**src/rtl/alu_dispatch_fifo_if.sv**
```systemverilog
// Payload type and handshake bundle between rename, the dispatch FIFO and the ALU
// reservation station. The slave modport is the FIFO's view.
package alu_dispatch_pkg;
    typedef struct packed {
        logic [5:0]  rob_index;
        logic [31:0] pc;
        logic [3:0]  alu_op;
        logic [6:0]  prd;
        logic [6:0]  prs1;
        logic [6:0]  prs2;
        logic [31:0] imm;
    } dispatch_pipeline_data;
endpackage

interface alu_dispatch_fifo_if
    import alu_dispatch_pkg::*;
#(
    parameter int DEPTH = 8
);
    logic                       flush;
    logic                       enq_valid_1;
    logic                       enq_valid_2;
    dispatch_pipeline_data      enq_instr1;
    dispatch_pipeline_data      enq_instr2;
    logic                       enq_ready;
    logic                       valid_out_1;
    logic                       valid_out_2;
    dispatch_pipeline_data      instr_out1;
    dispatch_pipeline_data      instr_out2;
    logic                       rs_ready_1;
    logic                       rs_ready_2;
    logic [$clog2(DEPTH):0]     count;

    modport slave (
        input  flush, enq_valid_1, enq_valid_2, enq_instr1, enq_instr2,
        input  rs_ready_1, rs_ready_2,
        output enq_ready, valid_out_1, valid_out_2, instr_out1, instr_out2, count
    );

    modport master (
        output flush, enq_valid_1, enq_valid_2, enq_instr1, enq_instr2,
        output rs_ready_1, rs_ready_2,
        input  enq_ready, valid_out_1, valid_out_2, instr_out1, instr_out2, count
    );
endinterface

```
**src/rtl/alu_dispatch_fifo.sv**
```systemverilog
// Two-wide in-order circular dispatch queue feeding the ALU reservation station.
// Outputs come only from registered state; the RS consumes the head entries combinationally.
module alu_dispatch_fifo
    import alu_dispatch_pkg::*;
#(
    parameter int DEPTH = 8
) (
    input  logic               clk,
    input  logic               reset,
    alu_dispatch_fifo_if.slave bus
);
    localparam int PW = $clog2(DEPTH);
    localparam int CW = PW + 1;
    localparam logic [CW-1:0] READY_MAX = CW'(DEPTH - 2);

    dispatch_pipeline_data mem_q [DEPTH];

    logic [PW-1:0] head_q, head_d;
    logic [PW-1:0] tail_q, tail_d;
    logic [CW-1:0] count_q, count_d;
    logic [CW:0]   count_sum;

    logic          enq_ready;
    logic          push_ok;
    logic          pop1, pop2;
    logic [1:0]    n_push, n_pop;
    logic [1:0]    wr_en;
    dispatch_pipeline_data wr_data [2];
    dispatch_pipeline_data rd_data [2];
    logic [1:0]    rd_valid;

    // No credit for same-cycle pops: readiness is a pure function of stored occupancy.
    assign enq_ready = (count_q <= READY_MAX);
    assign push_ok   = enq_ready && !bus.flush;

    // A lone slot-2 entry is compacted into the tail slot.
    assign wr_en[0]   = push_ok && (bus.enq_valid_1 || bus.enq_valid_2);
    assign wr_en[1]   = push_ok && bus.enq_valid_1 && bus.enq_valid_2;
    assign wr_data[0] = bus.enq_valid_1 ? bus.enq_instr1 : bus.enq_instr2;
    assign wr_data[1] = bus.enq_instr2;

    for (genvar gi = 0; gi < 2; gi++) begin : g_rd
        assign rd_data[gi]  = mem_q[head_q + PW'(gi)];
        assign rd_valid[gi] = (count_q > CW'(gi));
    end

    assign pop1 = rd_valid[0] && bus.rs_ready_1;
    assign pop2 = pop1 && rd_valid[1] && bus.rs_ready_2;

    assign n_push = {1'b0, wr_en[0]} + {1'b0, wr_en[1]};
    assign n_pop  = {1'b0, pop1} + {1'b0, pop2};

    always_comb begin
        head_d    = head_q;
        tail_d    = tail_q;
        count_sum = {1'b0, count_q} + (CW+1)'(n_push) - (CW+1)'(n_pop);
        count_d   = count_sum[CW] ? '0 : count_sum[CW-1:0];
        if (bus.flush) begin
            head_d  = '0;
            tail_d  = '0;
            count_d = '0;
        end else begin
            head_d = head_q + PW'(n_pop);
            tail_d = tail_q + PW'(n_push);
        end
    end

    always_ff @(posedge clk or negedge reset) begin
        if (!reset) begin
            head_q  <= '0;
            tail_q  <= '0;
            count_q <= '0;
        end else begin
            head_q  <= head_d;
            tail_q  <= tail_d;
            count_q <= count_d;
        end
    end

    // Storage has no reset; stale contents are masked by the valid outputs.
    always_ff @(posedge clk) begin
        for (int i = 0; i < 2; i++) begin
            if (wr_en[i]) begin
                mem_q[tail_q + PW'(i)] <= wr_data[i];
            end
        end
    end

    assign bus.enq_ready   = enq_ready;
    assign bus.valid_out_1 = rd_valid[0];
    assign bus.valid_out_2 = rd_valid[1];
    assign bus.instr_out1  = rd_data[0];
    assign bus.instr_out2  = rd_data[1];
    assign bus.count       = count_q;
endmodule

```
**src/flat_wrapper.sv**
```systemverilog
// flat-port wrapper written by rule: the top's interface ports become plain ports
module alu_dispatch_fifo_flat import alu_dispatch_pkg::*;
#(
    parameter int DEPTH = 8
)
  (clk, reset, bus_flush, bus_enq_valid_1, bus_enq_valid_2, bus_enq_instr1, bus_enq_instr2, bus_rs_ready_1, bus_rs_ready_2, bus_enq_ready, bus_valid_out_1, bus_valid_out_2, bus_instr_out1, bus_instr_out2, bus_count);
  alu_dispatch_fifo_if #(.DEPTH(DEPTH)) bus_i ();
  input  logic clk;
  input  logic reset;
  input wire logic [$bits(bus_i.flush)-1:0] bus_flush;
  input wire logic [$bits(bus_i.enq_valid_1)-1:0] bus_enq_valid_1;
  input wire logic [$bits(bus_i.enq_valid_2)-1:0] bus_enq_valid_2;
  input wire logic [$bits(bus_i.enq_instr1)-1:0] bus_enq_instr1;
  input wire logic [$bits(bus_i.enq_instr2)-1:0] bus_enq_instr2;
  input wire logic [$bits(bus_i.rs_ready_1)-1:0] bus_rs_ready_1;
  input wire logic [$bits(bus_i.rs_ready_2)-1:0] bus_rs_ready_2;
  output wire logic [$bits(bus_i.enq_ready)-1:0] bus_enq_ready;
  output wire logic [$bits(bus_i.valid_out_1)-1:0] bus_valid_out_1;
  output wire logic [$bits(bus_i.valid_out_2)-1:0] bus_valid_out_2;
  output wire logic [$bits(bus_i.instr_out1)-1:0] bus_instr_out1;
  output wire logic [$bits(bus_i.instr_out2)-1:0] bus_instr_out2;
  output wire logic [$bits(bus_i.count)-1:0] bus_count;
  assign bus_i.flush = bus_flush;
  assign bus_i.enq_valid_1 = bus_enq_valid_1;
  assign bus_i.enq_valid_2 = bus_enq_valid_2;
  assign bus_i.enq_instr1 = bus_enq_instr1;
  assign bus_i.enq_instr2 = bus_enq_instr2;
  assign bus_i.rs_ready_1 = bus_rs_ready_1;
  assign bus_i.rs_ready_2 = bus_rs_ready_2;
  assign bus_enq_ready = bus_i.enq_ready;
  assign bus_valid_out_1 = bus_i.valid_out_1;
  assign bus_valid_out_2 = bus_i.valid_out_2;
  assign bus_instr_out1 = bus_i.instr_out1;
  assign bus_instr_out2 = bus_i.instr_out2;
  assign bus_count = bus_i.count;
  alu_dispatch_fifo #(.DEPTH(DEPTH)) u_core (.clk(clk), .reset(reset), .bus(bus_i));
endmodule
```
**config.mk**
```make
export PLATFORM = sky130hd
export DESIGN_NAME = alu_dispatch_fifo_flat
export DESIGN_NICKNAME = d
export VERILOG_FILES = /design/src/rtl/alu_dispatch_fifo_if.sv /design/src/rtl/alu_dispatch_fifo.sv /design/src/flat_wrapper.sv
export SDC_FILE = /design/constraint.sdc
export NUM_CORES = 2
export LEC_CHECK = 0
export BUFFER_PORTS_ARGS = -buffer_cell sky130_fd_sc_hd__buf_2
export CORE_UTILIZATION = 60
export CTS_BUF_LIST = sky130_fd_sc_hd__clkbuf_8
export CTS_CLUSTER_DIAMETER = 150
export DETAILED_ROUTE_END_ITERATION = 10
export MAX_ROUTING_LAYER = met4
export PLACE_DENSITY = 0.81
export RECOVER_POWER = 100
export SYNTH_ARGS = -nofsm -noshare
export SYNTH_HDL_FRONTEND = slang
export SYNTH_SLANG_ARGS = --single-unit
```
**constraint.sdc**
```tcl
create_clock -name clk -period 14.2 [get_ports clk]
set_clock_uncertainty 0.05 [all_clocks]
set_input_delay 2.13 -clock clk [delete_from_list [all_inputs] [get_ports clk]]
set_output_delay 2.13 -clock clk [all_outputs]
set_load 0.1 [all_outputs]
```
# Yosys cells after proc, flatten, opt, wreduce, memory -nomap -nowiden
# Memories as Yosys holds them, arrays and structs flattened.
# Cells that the tools add are included.
# word_totals
n_memories,1
wordCells,33
ram_bits,760
out_inout_bits,197
in_bits,197
regBits,10
# mem_list
memory,depth,width,rd,rd_ports_with_merged_regs,write_ports,line,source
u_core.mem_q,8,95,2,0,2,alu_dispatch_fifo.sv:16,dispatch_pipeline_data mem_q [DEPTH];
# classes
order_cmp,3
n_reduce_logical,9
n_addsub,8
n_mux,9
# ops
op,count
95-bit two-way mux,1
"4-bit by 1-bit greater-than comparator with 1-bit output, second input constant",2
4-bit two-way mux,2
1-bit logical AND,7
"3-bit by 1-bit adder with 3-bit output, second input constant",2
3-bit by 2-bit adder with 3-bit output,2
3-bit two-way mux,2
4-bit by 2-bit adder with 5-bit output,1
5-bit by 2-bit subtractor with 5-bit output,1
1-bit by 1-bit adder with 2-bit output,2
"4-bit by 3-bit less-or-equal comparator with 1-bit output, second input constant",1
1-bit two-way mux,4
1-bit logical NOT,1
1-bit logical OR,1

# Depth between registers and ports, before layout
# depth
depth_word,9
depth_mapped,15

# Worst setup path after synthesis
# Ideal clock, no wire load.
# synth_path
path_type,in2reg
start,input port bus_flush
end,memory u_core.mem_q[1][0] (netlist bit) (enable)
slack_ps,6115
path_buffers,2
arrival_time_ps,7456
path_stages,4
setup_time_ps,580
required_ps,13570
path_cell_list,clkbuf_1 a211o_1 clkbuf_1 a21oi_1
# synth_rtl
element,line,source
start: declaration,flat_wrapper.sv:10,input wire logic [$bits(bus_i.flush)-1:0] bus_flush;
end: declaration,alu_dispatch_fifo.sv:16,

# Worst setup path after layout
# layout_path
start,register u_core.head_q[1]
end,output port bus_instr_out2[69]
# layout_via
elab_chain_cells,2
# layout_lines
element,line,source
start: declaration,alu_dispatch_fifo.sv:18,"logic [PW-1:0] head_q, head_d;"
start signal: assignment,alu_dispatch_fifo.sv:70,head_q <= '0;
start signal: assignment,alu_dispatch_fifo.sv:74,head_q <= head_d;
3-bit by 1-bit adder with 3-bit output,alu_dispatch_fifo.sv:43,assign rd_data[gi] = mem_q[head_q + PW'(gi)];
memory 8 x 95 bit,--,
end: declaration,flat_wrapper.sv:21,output wire logic [$bits(bus_i.instr_out2)-1:0] bus_instr_out2;
# Every way passes these cells.

==> run_results.csv <==
group,metric,value,unit
critical_path,cpMaxStageDelayCell,"clkbuf_1",
critical_path,critical_path_class,"flip-flop to output port",
logic_synthesis,yosys-top-cells-count,"mux2_2, edfxtp_1, mux4_2",
die,dieArea,76240,um2
cts,postCtsSetupBuffers,0,
placed_design,dpl-instance-area,47870,um2
logic_synthesis,synth-edff-count,760,
route,firstDrtPassIters,5,
logic_synthesis,muxShareOfSynthArea,0.4511,
critical_path,reg2reg_depth,8,
route,drt-wirelength-per-cell,31.11,um
critical_path,worstReg2RegStart,"u_core.bus.count[3]$_DFF_PN0_",
sta,slew_headroom,-2.359,
logic_synthesis,yosysTopAreaCellShare,0.5062,
grt,antenna_found_initial,29,
power,power_density,179.6,nW/um2
die,ios,394,
logic_synthesis,yosys.area_share.simple,0.006522,
logic_synthesis,synthCells,2496,
critical_path,r2r_slack,5.16,ns
logic_synthesis,synthesis.area,45080,um2
cells_and_area,area_growth,10.83,%
logic_synthesis,synth-xor-area-share,0.001332,
grt,overflow,0,
cts,clk_latency,0.79,ns
placed_design,pre_cts_ws,7.094,ns
cells_and_area,final_design_area_no_fill,49970,um2
sta,hold_slack,0.7133,ns
logic_synthesis,synth_seq_cells,770,
critical_path,slowest_delay,3.28,ns
grt,grt_pass1_vias,29264,
cells_and_area,layout-drive-gt1-share,0.5996,
logic_synthesis,yosysWarnings,0,
logic_synthesis,yosys_most_used_dff,"edfxtp_1",
die,rows,100,
cts,clk_path_buf_depth,3,
min_path,whs_endpoint,"u_core.tail_q[2]$_DFF_PN0_",
run_status,status,"finished, violations left",
grt,track_usage,0.3360,
cts,root_buffer,"clkbuf_8",
cts,cts_buffers,136,
placed_design,dpl.hpwl,70.03,mm
logic_synthesis,ys_types,38,
sta,rsz0062_at_grt,"no",
logic_synthesis,yosys.area.top_type,"edfxtp_1",
route,num_vias,27400,
cts,ctsHtreeMaxLevel,4,
critical_path,required,12.02,ns
run,max_cap_viol_count,44,
min_path,holdPathStages,2,
route,wl,123.7,mm
cells_and_area,multi_input_area,21080,um2
critical_path,cp.arrival,8.43,ns
logic_synthesis,avgSynthCellArea,18.06,um2
sta,slew_violations,1840,
cts,cts_hold_buf,0,
cts,cts_resized,0,
cts,cts_tree,"yes",
min_path,min_path_type,"flip-flop to flip-flop",
cts,clock_sinks,770,
run_status,violations,"capacitance limit, slew limit",
route,drc,0,
die,start_util,0.6056,
sta,worst-slew-pin-transition,5.039,ns
sta,fin_crit_sh,0.7474,
logic_synthesis,synthTopCellsByArea,"edfxtp_1, mux2_2, mux4_2, buf_2, mux2_1",
die,dieWidth,276.1,um
cells_and_area,layout.nets,3090,
placed_design,gp_congestion,0.8272,
logic_synthesis,synth_top_family_by_area,"multiplexers",
critical_path,path_delay_family,"buffers and inverters",
critical_path,critical_path_depth,5,
critical_path,regToRegEndpoint,"u_core.mem_q[1][19]$_DFFE_PP_",
route,ant_nets,0,
critical_path,endpoint_kind,"output port",
critical_path,crit_buf_inv,2,
logic_synthesis,synth.most_common_cell,"mux2_2",
min_path,worstHoldStart,"u_core.tail_q[2]$_DFF_PN0_",
critical_path,cp_cell_sequence,"ha_1 > xor2_4 > clkbuf_1 > mux2_2 > buf_2",
sta,finalSetupViolations,0,
cells_and_area,register_area,23080,um2
sta,max_freq,94.22,MHz
cells_and_area,fillers,5024,
route,routed_via_density,6.891,
critical_path,cp-start-kind,"flip-flop",
logic_synthesis,synthAdderAreaFrac,0.005106,
grt,grt_max_degree,108,
logic_synthesis,synth_compound_area_frac,0.002359,
sta,fin_crit,10.61,ns
die,coreArea,74450,um2
sta,hold_viol_final,0,
power,ir_drop,0.1462,mV
critical_path,critPathMaxFanout,51,
logic_synthesis,synth_nets,2709,
logic_synthesis,yosysSeqAreaShare,0.5118,
sta,layout_setup_ws,3.586,ns
sta,finalSetupTns,0,ns
power,p_leak,16.32,nW
cts,clk_pin_slew,0.06,ns
route,drt_iter0_drc,2827,
grt,grt_pass1_wl,183.3,mm
logic_synthesis,synthArstFlopShare,0.01299,
placed_design,io_buffers,393,
die,die_h,276.1,um
## metrics by stage
stage / instances / utilization / total power, mW
after floorplan: 2496 / - / 6.376
after global placement: 3708 / 0.6430 / 7.073
after detailed placement: 3708 / 0.6430 / 7.136
after CTS: 3946 / 0.6753 / 8.987
after global routing: 3974 / 0.6711 / 9.240
final: 3976 / 0.6712 / 8.976
## area by class of cell
class,count,share of cell area
diodes,30,0.001502
clock buffers,140,0.03856
clock inverters,98,0.009540
inverters,11,0.0008263
multi-input cells,1516,0.4218
flip-flops and latches,770,0.4619
well taps,969,0.02426
repair buffers,442,0.04164
## worst max-delay path by stage
stage / startpoint / endpoint / slack (ns)
floorplan: bus_flush / u_core.mem_q[1][0]$_DFFE_PP_ / 6.11
global placement: u_core.head_q[0]$_DFF_PN0_ / bus_instr_out2[63] / 7.22
detailed placement: u_core.head_q[0]$_DFF_PN0_ / bus_instr_out2[50] / 7.09
CTS: u_core.head_q[0]$_DFF_PN0_ / bus_instr_out2[50] / 6.25
global route: u_core.head_q[0]$_DFF_PN0_ / bus_instr_out2[50] / 2.99
finish: u_core.head_q[1]$_DFF_PN0_ / bus_instr_out2[69] / 3.59
## tightest hold or removal path, cell delays in order, from the launching register on
cell and delay, ns:
dfrtp_1 0.49, xnor2_1 0.19, nor2_1 0.04
## per-layer routing
metal / part of all wire / vias to the layer above / global-route usage / wire (um)
met5: 0 / - / - / 0
li1: - / 11308 / - / -
met3: 0.092 / 277 / 0.07867 / 11430
met2: 0.50 / 1500 / 0.5423 / 61340
met4: 0.033 / 0 / 0.1286 / 4036
met1: 0.38 / 14315 / 0.4141 / 46880
## cell families after synthesis
logic type | Yosys count
AOI/OAI and AO/OA | 14
xor gates and xnor gates | 6
adders and majority gates | 16
buffers and inverters | 210
DFF | 770
muxes | 1426
and+or+nand+nor | 54
## where the power goes
| part | leakage [nW] | switching, mW | total, mW | internal, mW |
|---|---|---|---|---|
| clock network | 1.38 | 0.916 | 1.87 | 0.950 |
| logic | 7.91 | 3.07 | 4.32 | 1.25 |
| registers | 7.02 | 0.0901 | 2.79 | 2.70 |
## flip-flops by register name, summed over array words and instances, names as in the netlist
register          flops
u_core.mem_q        760
u_core.bus.count      4
u_core.head_q         3
u_core.tail_q         3
## cells in the final DEF (no fill, tap or decap), types with 3 or more instances in the layout
| master | synthesis | layout |
|---|---|---|
| a21oi_1 | 5 | 4 |
| a22oi_1 | 3 | 3 |
| buf_2 | 92 | 288 |
| buf_4 | 12 | 12 |
| clkbuf_1 | 63 | 141 |
| clkbuf_8 | 0 | 140 |
| clkinv_1 | 0 | 33 |
| clkinv_2 | 0 | 16 |
| clkinvlp_4 | 0 | 3 |
| dfrtp_1 | 10 | 8 |
| diode_2 | 0 | 30 |
| edfxtp_1 | 760 | 760 |
| fa_1 | 4 | 4 |
| ha_1 | 12 | 12 |
| inv_1 | 11 | 50 |
| inv_6 | 0 | 5 |
| mux2_1 | 37 | 119 |
| mux2_2 | 1008 | 926 |
| mux4_2 | 380 | 380 |
| nand2_1 | 9 | 9 |
| nand3_1 | 1 | 3 |
| nor2_1 | 20 | 18 |
| nor2_4 | 0 | 4 |
| nor2b_1 | 9 | 9 |
| xnor2_1 | 3 | 3 |
(Power assumes the default switching activity.)
